[config.mk]
export PLATFORM = sky130hd
export DESIGN_NAME = bus_decoder
export DESIGN_NICKNAME = d
export VERILOG_FILES = /design/src/rtl/bus_decoder.sv
export SDC_FILE = /design/constraint.sdc
export NUM_CORES = 1
export LEC_CHECK = 0
export ABC_CLOCK_PERIOD_IN_PS = 2500
export BUFFER_PORTS_ARGS = -buffer_cell sky130_fd_sc_hd__buf_2
export CORE_AREA = 5 5 117 119
export DETAILED_ROUTE_END_ITERATION = 6
export DIE_AREA = 0 0 122 124
export GPL_ROUTABILITY_DRIVEN = 0
export GPL_TIMING_DRIVEN = 0
export HOLD_SLACK_MARGIN = 0.08
export PLACE_DENSITY = 0.51
export SLEW_MARGIN = 10
export SYNTH_ARGS = -nofsm -noshare
export SYNTH_HDL_FRONTEND = slang
export SYNTH_SLANG_ARGS = --single-unit
[constraint.sdc]
create_clock -name clk_i -period 2.5 [get_ports clk_i]
set_input_delay 0 -clock clk_i [delete_from_list [all_inputs] [get_ports clk_i]]
set_output_delay 0 -clock clk_i [all_outputs]
set_load 0.005 [all_outputs]
[src/rtl/bus_decoder.sv]
// rtl/bus_decoder.sv - CPU data bus address decoder and slave response mux
//
// Purpose:
//   Decodes each master request against NSLAVE address windows, pulses the
//   enable of the selected slave, waits for that slave's ready and muxes its
//   read data back to the master. Unmapped addresses and slaves that stay
//   silent for TIMEOUT cycles get a one-cycle error response carrying
//   ERR_VALUE. One request is outstanding at a time; a new request may be
//   accepted in the same cycle the previous one completes.
//
// Ports:
//   clk_i, rstn_i   clock, asynchronous active-low reset
//   m_enable_i      master request valid (held by master until accepted)
//   m_wstrb_i       byte write strobes, 0 = read
//   m_addr_i        request address
//   m_wvalue_i      write data
//   m_rvalue_o      read data, valid with m_ready_o
//   m_ready_o       one-cycle completion pulse
//   m_err_o         qualifies m_ready_o: decode miss or timeout
//   s_enable_o      one-hot request pulse to the selected slave
//   s_wstrb_o       broadcast of m_wstrb_i
//   s_addr_o        broadcast of m_addr_i
//   s_wvalue_o      broadcast of m_wvalue_i
//   s_rvalue_i      packed slave read data, slot i = slave i
//   s_ready_i       slave i response valid

module bus_decoder #(
  parameter int unsigned          NSLAVE    = 4,
  parameter logic [NSLAVE*32-1:0] BASE      = '0,
  parameter logic [NSLAVE*32-1:0] MASK      = '0,
  parameter int unsigned          TIMEOUT   = 15,
  parameter logic [31:0]          ERR_VALUE = 32'hDEADBEEF
) (
  input  logic                 clk_i,
  input  logic                 rstn_i,
  input  logic                 m_enable_i,
  input  logic [3:0]           m_wstrb_i,
  input  logic [31:0]          m_addr_i,
  input  logic [31:0]          m_wvalue_i,
  output logic [31:0]          m_rvalue_o,
  output logic                 m_ready_o,
  output logic                 m_err_o,
  output logic [NSLAVE-1:0]    s_enable_o,
  output logic [3:0]           s_wstrb_o,
  output logic [31:0]          s_addr_o,
  output logic [31:0]          s_wvalue_o,
  input  logic [NSLAVE*32-1:0] s_rvalue_i,
  input  logic [NSLAVE-1:0]    s_ready_i
);

  localparam int SW = (NSLAVE > 1) ? $clog2(NSLAVE) : 1;
  localparam int CW = $clog2(TIMEOUT + 1);

  typedef enum logic [1:0] {
    ST_IDLE,
    ST_WAIT,
    ST_ERR
  } state_t;

  state_t        state, state_n;
  logic [SW-1:0] sel, sel_n;
  logic [CW-1:0] cnt, cnt_n;

  logic          hit;
  logic [SW-1:0] hit_idx;
  logic          sel_ready;
  logic          resp;
  logic          accept;

  // Scan from the top down so the lowest matching index is the one left
  // standing when windows overlap.
  always_comb begin
    hit     = 1'b0;
    hit_idx = '0;
    for (int i = NSLAVE - 1; i >= 0; i--) begin
      if ((m_addr_i & MASK[i*32 +: 32]) == BASE[i*32 +: 32]) begin
        hit     = 1'b1;
        hit_idx = SW'(i);
      end
    end
  end

  assign sel_ready = (state == ST_WAIT) && s_ready_i[sel];
  assign resp      = sel_ready || (state == ST_ERR);

  // Gating with rstn_i keeps the slave enables quiet while reset is held,
  // since accept is otherwise purely combinational on the master inputs.
  assign accept = rstn_i && m_enable_i && ((state == ST_IDLE) || resp);

  always_ff @(posedge clk_i or negedge rstn_i) begin
    if (!rstn_i) begin
      state <= ST_IDLE;
      sel   <= '0;
      cnt   <= '0;
    end else begin
      state <= state_n;
      sel   <= sel_n;
      cnt   <= cnt_n;
    end
  end

  always_comb begin
    state_n = state;
    sel_n   = sel;
    cnt_n   = cnt;
    if (accept) begin
      if (hit) begin
        state_n = ST_WAIT;
        sel_n   = hit_idx;
        cnt_n   = '0;
      end else begin
        state_n = ST_ERR;
      end
    end else if (resp) begin
      state_n = ST_IDLE;
    end else if (state == ST_WAIT) begin
      // Reaching here means no ready this cycle; ready on the last
      // allowed cycle is handled by the resp branch above and wins.
      if (cnt == CW'(TIMEOUT - 1)) begin
        state_n = ST_ERR;
      end else begin
        cnt_n = cnt + CW'(1);
      end
    end
  end

  always_comb begin
    m_ready_o  = resp;
    m_err_o    = (state == ST_ERR);
    m_rvalue_o = '0;
    if (state == ST_ERR) begin
      m_rvalue_o = ERR_VALUE;
    end else if (sel_ready) begin
      m_rvalue_o = s_rvalue_i[sel*32 +: 32];
    end
  end

  always_comb begin
    s_enable_o = '0;
    if (accept && hit) begin
      s_enable_o[hit_idx] = 1'b1;
    end
  end

  assign s_wstrb_o  = m_wstrb_i;
  assign s_addr_o   = m_addr_i;
  assign s_wvalue_o = m_wvalue_i;

endmodule

# Word level (Yosys, flattened, before mapping)
# Cells that the tools add are included.
[word_totals]
output_inout_bits = 106
inputBits = 203
ff_bits = 6
rom_bits = 0
word_cells = 30
latch_bits = 0
mem_bits_rw = 0
memories = 0
[op_classes]
add_sub_neg = 1
muxes = 11
n_eq_ne = 5
div = 0
shifts = 0
n_mul = 0
bitwise_logic = 0
reduce_logical = 11
magnitude_cmp = 0
[op_table]
columns = ["operator", "n"]
rows = [
  ["32-bit two-way mux", 2],
  ["4-bit two-way mux", 4],
  ["2-bit two-way mux", 4],
  ["3-bit nonzero test", 2],
  ["4-bit by 1-bit adder with 4-bit output (second input constant)", 1],
  ["4-bit equality test (second input constant)", 1],
  ["1-bit logical AND", 3],
  ["3-bit AND reduction", 1],
  ["2-bit by 1-bit equality test with 1-bit output (second input constant)", 1],
  ["2-bit equality test (second input constant)", 1],
  ["2-bit logical NOT", 1],
  ["1-bit logical OR", 2],
  ["2-bit by 1-bit inequality test with 1-bit output (second input constant)", 1],
  ["2-bit inequality test (second input constant)", 1],
  ["2-bit AND reduction", 1],
  ["2-bit nonzero test", 1],
  ["1-bit two-way mux", 1],
]

# Logic depth before layout (Yosys ltp)
[logic_depth]
ltp_word = 7
depth_mapped = 6
ltp_nobuf = 5

# Worst setup path after synthesis
# OpenSTA, ideal clock, no wires.
[synth_path]
path_type = "reg-to-reg"
from = "register cnt[0]"
to = "register cnt[0]"
period_less_slack_ps = 1444
t_arrival_ps = 1366
stages_incl_launch_ff = 7
path_slack_ps = 1056
n_path_buf = 1
required_ps = 2422
setup_ps = 78
path_cell_list = "dfrtp_1 -> inv_1 -> ha_1 -> and3_1 -> clkbuf_1 -> or3_1 -> a21oi_1"
[synth_between]
elab_chain_len = 5
elab_cells_between_ends = 8
classes_between = "1 x add/sub; 2 x eq/ne; 4 x mux; 1 x reduce/logical"
[synth_lines]
columns = ["item", "line_no", "text"]
rows = [
  ["start: declaration", "62", "logic [CW-1:0] cnt, cnt_n;"],
  ["start signal: assignment", "98", "cnt <= cnt_n;"],
  ["4-bit by 1-bit adder with 4-bit output", "122", "cnt_n = cnt + CW'(1);"],
  ["4-bit two-way mux", "119", "if (cnt == CW'(TIMEOUT - 1)) begin"],
  ["4-bit two-way mux", "116", "end else if (state == ST_WAIT) begin"],
  ["4-bit two-way mux", "114", "end else if (resp) begin"],
  ["4-bit two-way mux", "106", "if (accept) begin"],
]
# Several ways; a longest one is shown, not always the timed one. The select of a mux whose other input is x is not followed.
# A chain may end at the register's enable or synchronous reset.

# Worst setup path after layout
[layout_path]
from = "register state[1]"
to = "output port m_rvalue_o[11]"
[layout_between]
elab_chain_len = 4
elab_cells_between_ends = 5
classes_between = "2 x eq/ne; 2 x mux; 1 x reduce/logical"
[layout_lines]
columns = ["item", "line_no", "text"]
rows = [
  ["start: declaration", "60", "state_t state, state_n;"],
  ["start signal: assignment", "96", "state <= state_n;"],
  ["2-bit by 1-bit equality test with 1-bit output", "83", "assign sel_ready = (state == ST_WAIT) && s_ready_i[sel];"],
  ["1-bit logical AND", "83", ""],
  ["32-bit two-way mux", "133", "end else if (sel_ready) begin"],
  ["32-bit two-way mux (*)", "131", "if (state == ST_ERR) begin"],
  ["end: declaration", "40", "output logic [31:0] m_rvalue_o,"],
]
# Mark *: on every way between the ends. The rest lies on a longest branch, timed or not.

==> metrics.md <==
| Metric | Value |
|---|---|
| Vias/cell | 2.99 |
| Share of cells above drive strength 1 | 74.4% |
| CP Capture Type | output port |
| ANT nets after route | 0 |
| Global-route wire length before repair | about 5800 um |
| Pwr dens | just under 300 nW/um2 |
| Worst skew pair latency | 230 ps |
| Reg2Reg Depth | 6 |
| IO buf count | 138 |
| Fin nets | 500 |
| Drt first-iter violations | 40 |
| Slowest Stage Delay on Critical Path | ~400 ps |
| Post-Syn Area per Cell | 7.73 um2 |
| Worst hold slack | 146 ps |
| Clk root buf | clkbuf_16 |
| Synth top area share | 46.9% |
| Most frequent cell on the critical path | clkbuf_1 |
| Family with the most delay on the worst path | buffers and inverters |
| Slowest-stage cell, CP | dfrtp_1 |
| R2r endpoint | cnt[0] |
| Largest cells by area after synthesis | buf_4 (47%), a21o_1 (16%), dfrtp_1 (13%), and2_1 (4.3%), clkbuf_1 (2.6%) |
| Critical path fanouts, max | 10 |
| CP Launch Type | flop |
| I/O Pins | 309 |
| Via count | roughly 1400 |
| Worst Hold End | state[1] |
| CP Cell Sequence | and3b_2 -> clkbuf_1 -> clkbuf_1 -> a21o_1 -> buf_2 |
| CP Class | reg -> out |
| Initial antenna violation count | 0 |
| Maximum VDD drop | approximately 0.00027 V |
| All-Layer GR Usage | 4.71% |
| Cts hold-fix bufs | 1 |
| Min-Delay Path Class | in -> reg |
| Diode count | 0 |
| RSZ-0062 raised after global routing | no |
| Max Clk Rate | 0.563 GHz |
| Worst path arrival time | 1780 ps |
| Min Tclk post-route | 1780 ps |
| Die span in y | 124 um |
| #FFs+latches synth | 6 |
| Cts bufs inserted | 3 |
| CTS tree | done |
| Grt total ovfl | 0 |
| Hold path cells | 3 |
| Final Setup Violations | 0 |
| H-tree depth | 1 |
| Drt pass-1 iters | 4 |
| Routed wire length | 4530 um |
| Number of global-route vias before repair | 1283 |
| Chip Width | 122 um |
| Sequential fraction of the synthesis area | 13.0% |
| Clock sink total | 6 |
| Status | completed |
| Initial Utilization | 9.24% |
| Total negative slack | 0 ps |
| MaxCap Viol Count | 0 |
| Site row count | 41 |
| Synth-to-Final Area Change | 86.6% |
| CP required | 2500 ps |
| WL/cell | approximately 9.7 um |
| CTS max path bufs | 2 |
| Die Footprint | 15100 um2 |
| Buf/Inv on CP | 3 |
| Skew final | 0.367 ps |
| Final Hold Fails | 0 |
| Residual DRC | 0 |
| Resize count post-CTS | 0 |
| Synth Instances | 149 |
| Worst r2r src | cnt[0] |
| Static Leakage | ~1.4 nW |
| Hold Path Origin | s_ready_i[0] |
| Dpl hpwl | 4060 um |
| Fin. max-slew vios | 0 |
| Synth area leader | buf_4 |
| Reg2reg setup slack | roughly 930 ps |
| Core area | roughly 12000 um2 |
| Synth Cell Area | 1150 um2 |
| Largest net degree at the start of global routing | 11 |
| Yosys cell types | 25 |
| Crit share post-route | 71.1% |
| CTS clk-pin slew, worst paths | 30 ps |
| Post-CTS setup buffer count | 0 |
| Yosys warnings | 0 |
## state kept, by name, summed over array words and instances, names as in the netlist
name / count
cnt: 4
state: 2
## worst max-delay path by stage
stage	from	to	slack [ps]	cells past startpoint
final	state[1]	m_rvalue_o[11]	720	5
after global routing	state[1]	m_rvalue_o[29]	560	5
after CTS	state[1]	m_rvalue_o[11]	670	5
after detailed placement	cnt[0]	cnt[0]	930	6
after global placement	cnt[0]	cnt[0]	970	6
after floorplan	cnt[0]	cnt[0]	1060	6
## cell families (layout without fill, tap and decap cells)
family	count (synthesis)	after routing	share of synthesized area, %
buf+inv	83	225	50.6
other cells	1	3	0.325
fa+ha+maj	2	2	2.17
simple gates	21	21	11.8
flops	6	6	13.0
compound gates	36	36	22.0
## synthesized netlist by cell type
master    number
conb_1         1
or3_1          4
nand2_1        1
nand2b_1       1
clkbuf_1       8
o21bai_1       1
or3b_1         1
and3_1         1
buf_4         72
o31ai_1        2
a21oi_1        5
and3b_2        1
ha_1           2
or2_2          1
a21o_1        24
nor2b_1        1
o21a_1         1
nand3_1        1
a21o_2         1
and2b_2        1
inv_1          2
and2_1         8
dfrtp_1        6
clkbuf_2       1
o21ai_0        2
## metal layers
metal / routed length (um) / up-vias / part of all wire [%] / global-route usage (%)
met4: 34 / 0 / 0.75 / 1.26
li1: - / 698 / - / -
met2: 2190 / 111 / 48 / 8.56
met5: 0 / - / 0 / 0
met1: 1640 / 579 / 36 / 5.46
met3: 662 / 4 / 15 / 1.27
## cell usage in the layout (no fill, tap or decap), drive strengths merged, types with 2 or more instances in the layout
master / instances
inv: 2
ha: 2
or3: 4
a21oi: 5
o31ai: 2
clkbuf: 12
dfrtp: 6
a21o: 25
and2: 8
conb: 3
buf: 210
o21ai: 2
## area by class of cell
| cell class | instances | area [um2] |
|---|---|---|
| fill | 1421 | 10300 |
| multi-input combinational | 62 | 427 |
| tap | 172 | 215 |
| timing repair buffer | 139 | 701 |
| inverter | 2 | 7.51 |
| buffer | 81 | 576 |
| clock buffer | 3 | 75.1 |
| sequential | 6 | 150 |
## report_power, final
| group | switching [W] | internal, W |
|---|---|---|
| clock network | 0.0000527 | 0.000205 |
| registers | 0.00000938 | 0.000107 |
| logic | 0.0000947 | 0.000172 |
| total | 0.000157 | 0.000483 |
## through the flow
step	worst slack, ps	util [%]	instance area [um2]	std cells	total power [W]
after global routing	563	17.3	2150	465	0.000687
after CTS	667	17.3	2150	465	0.000653
final	723	17.3	2150	465	0.000640
after detailed placement	931	16.6	2070	461	0.000387
after floorplan	1060	-	1160	151	0.000264
after global placement	971	16.6	2070	461	0.000383
## worst min-delay path, delay by kind of cell
family                 cells  cell delay (ps)
AO/OA/AOI/OAI              1              150
buffers and inverters      1              120
AND/OR/NAND/NOR            1               50
Note: power is estimated with default switching activity, not from simulation.
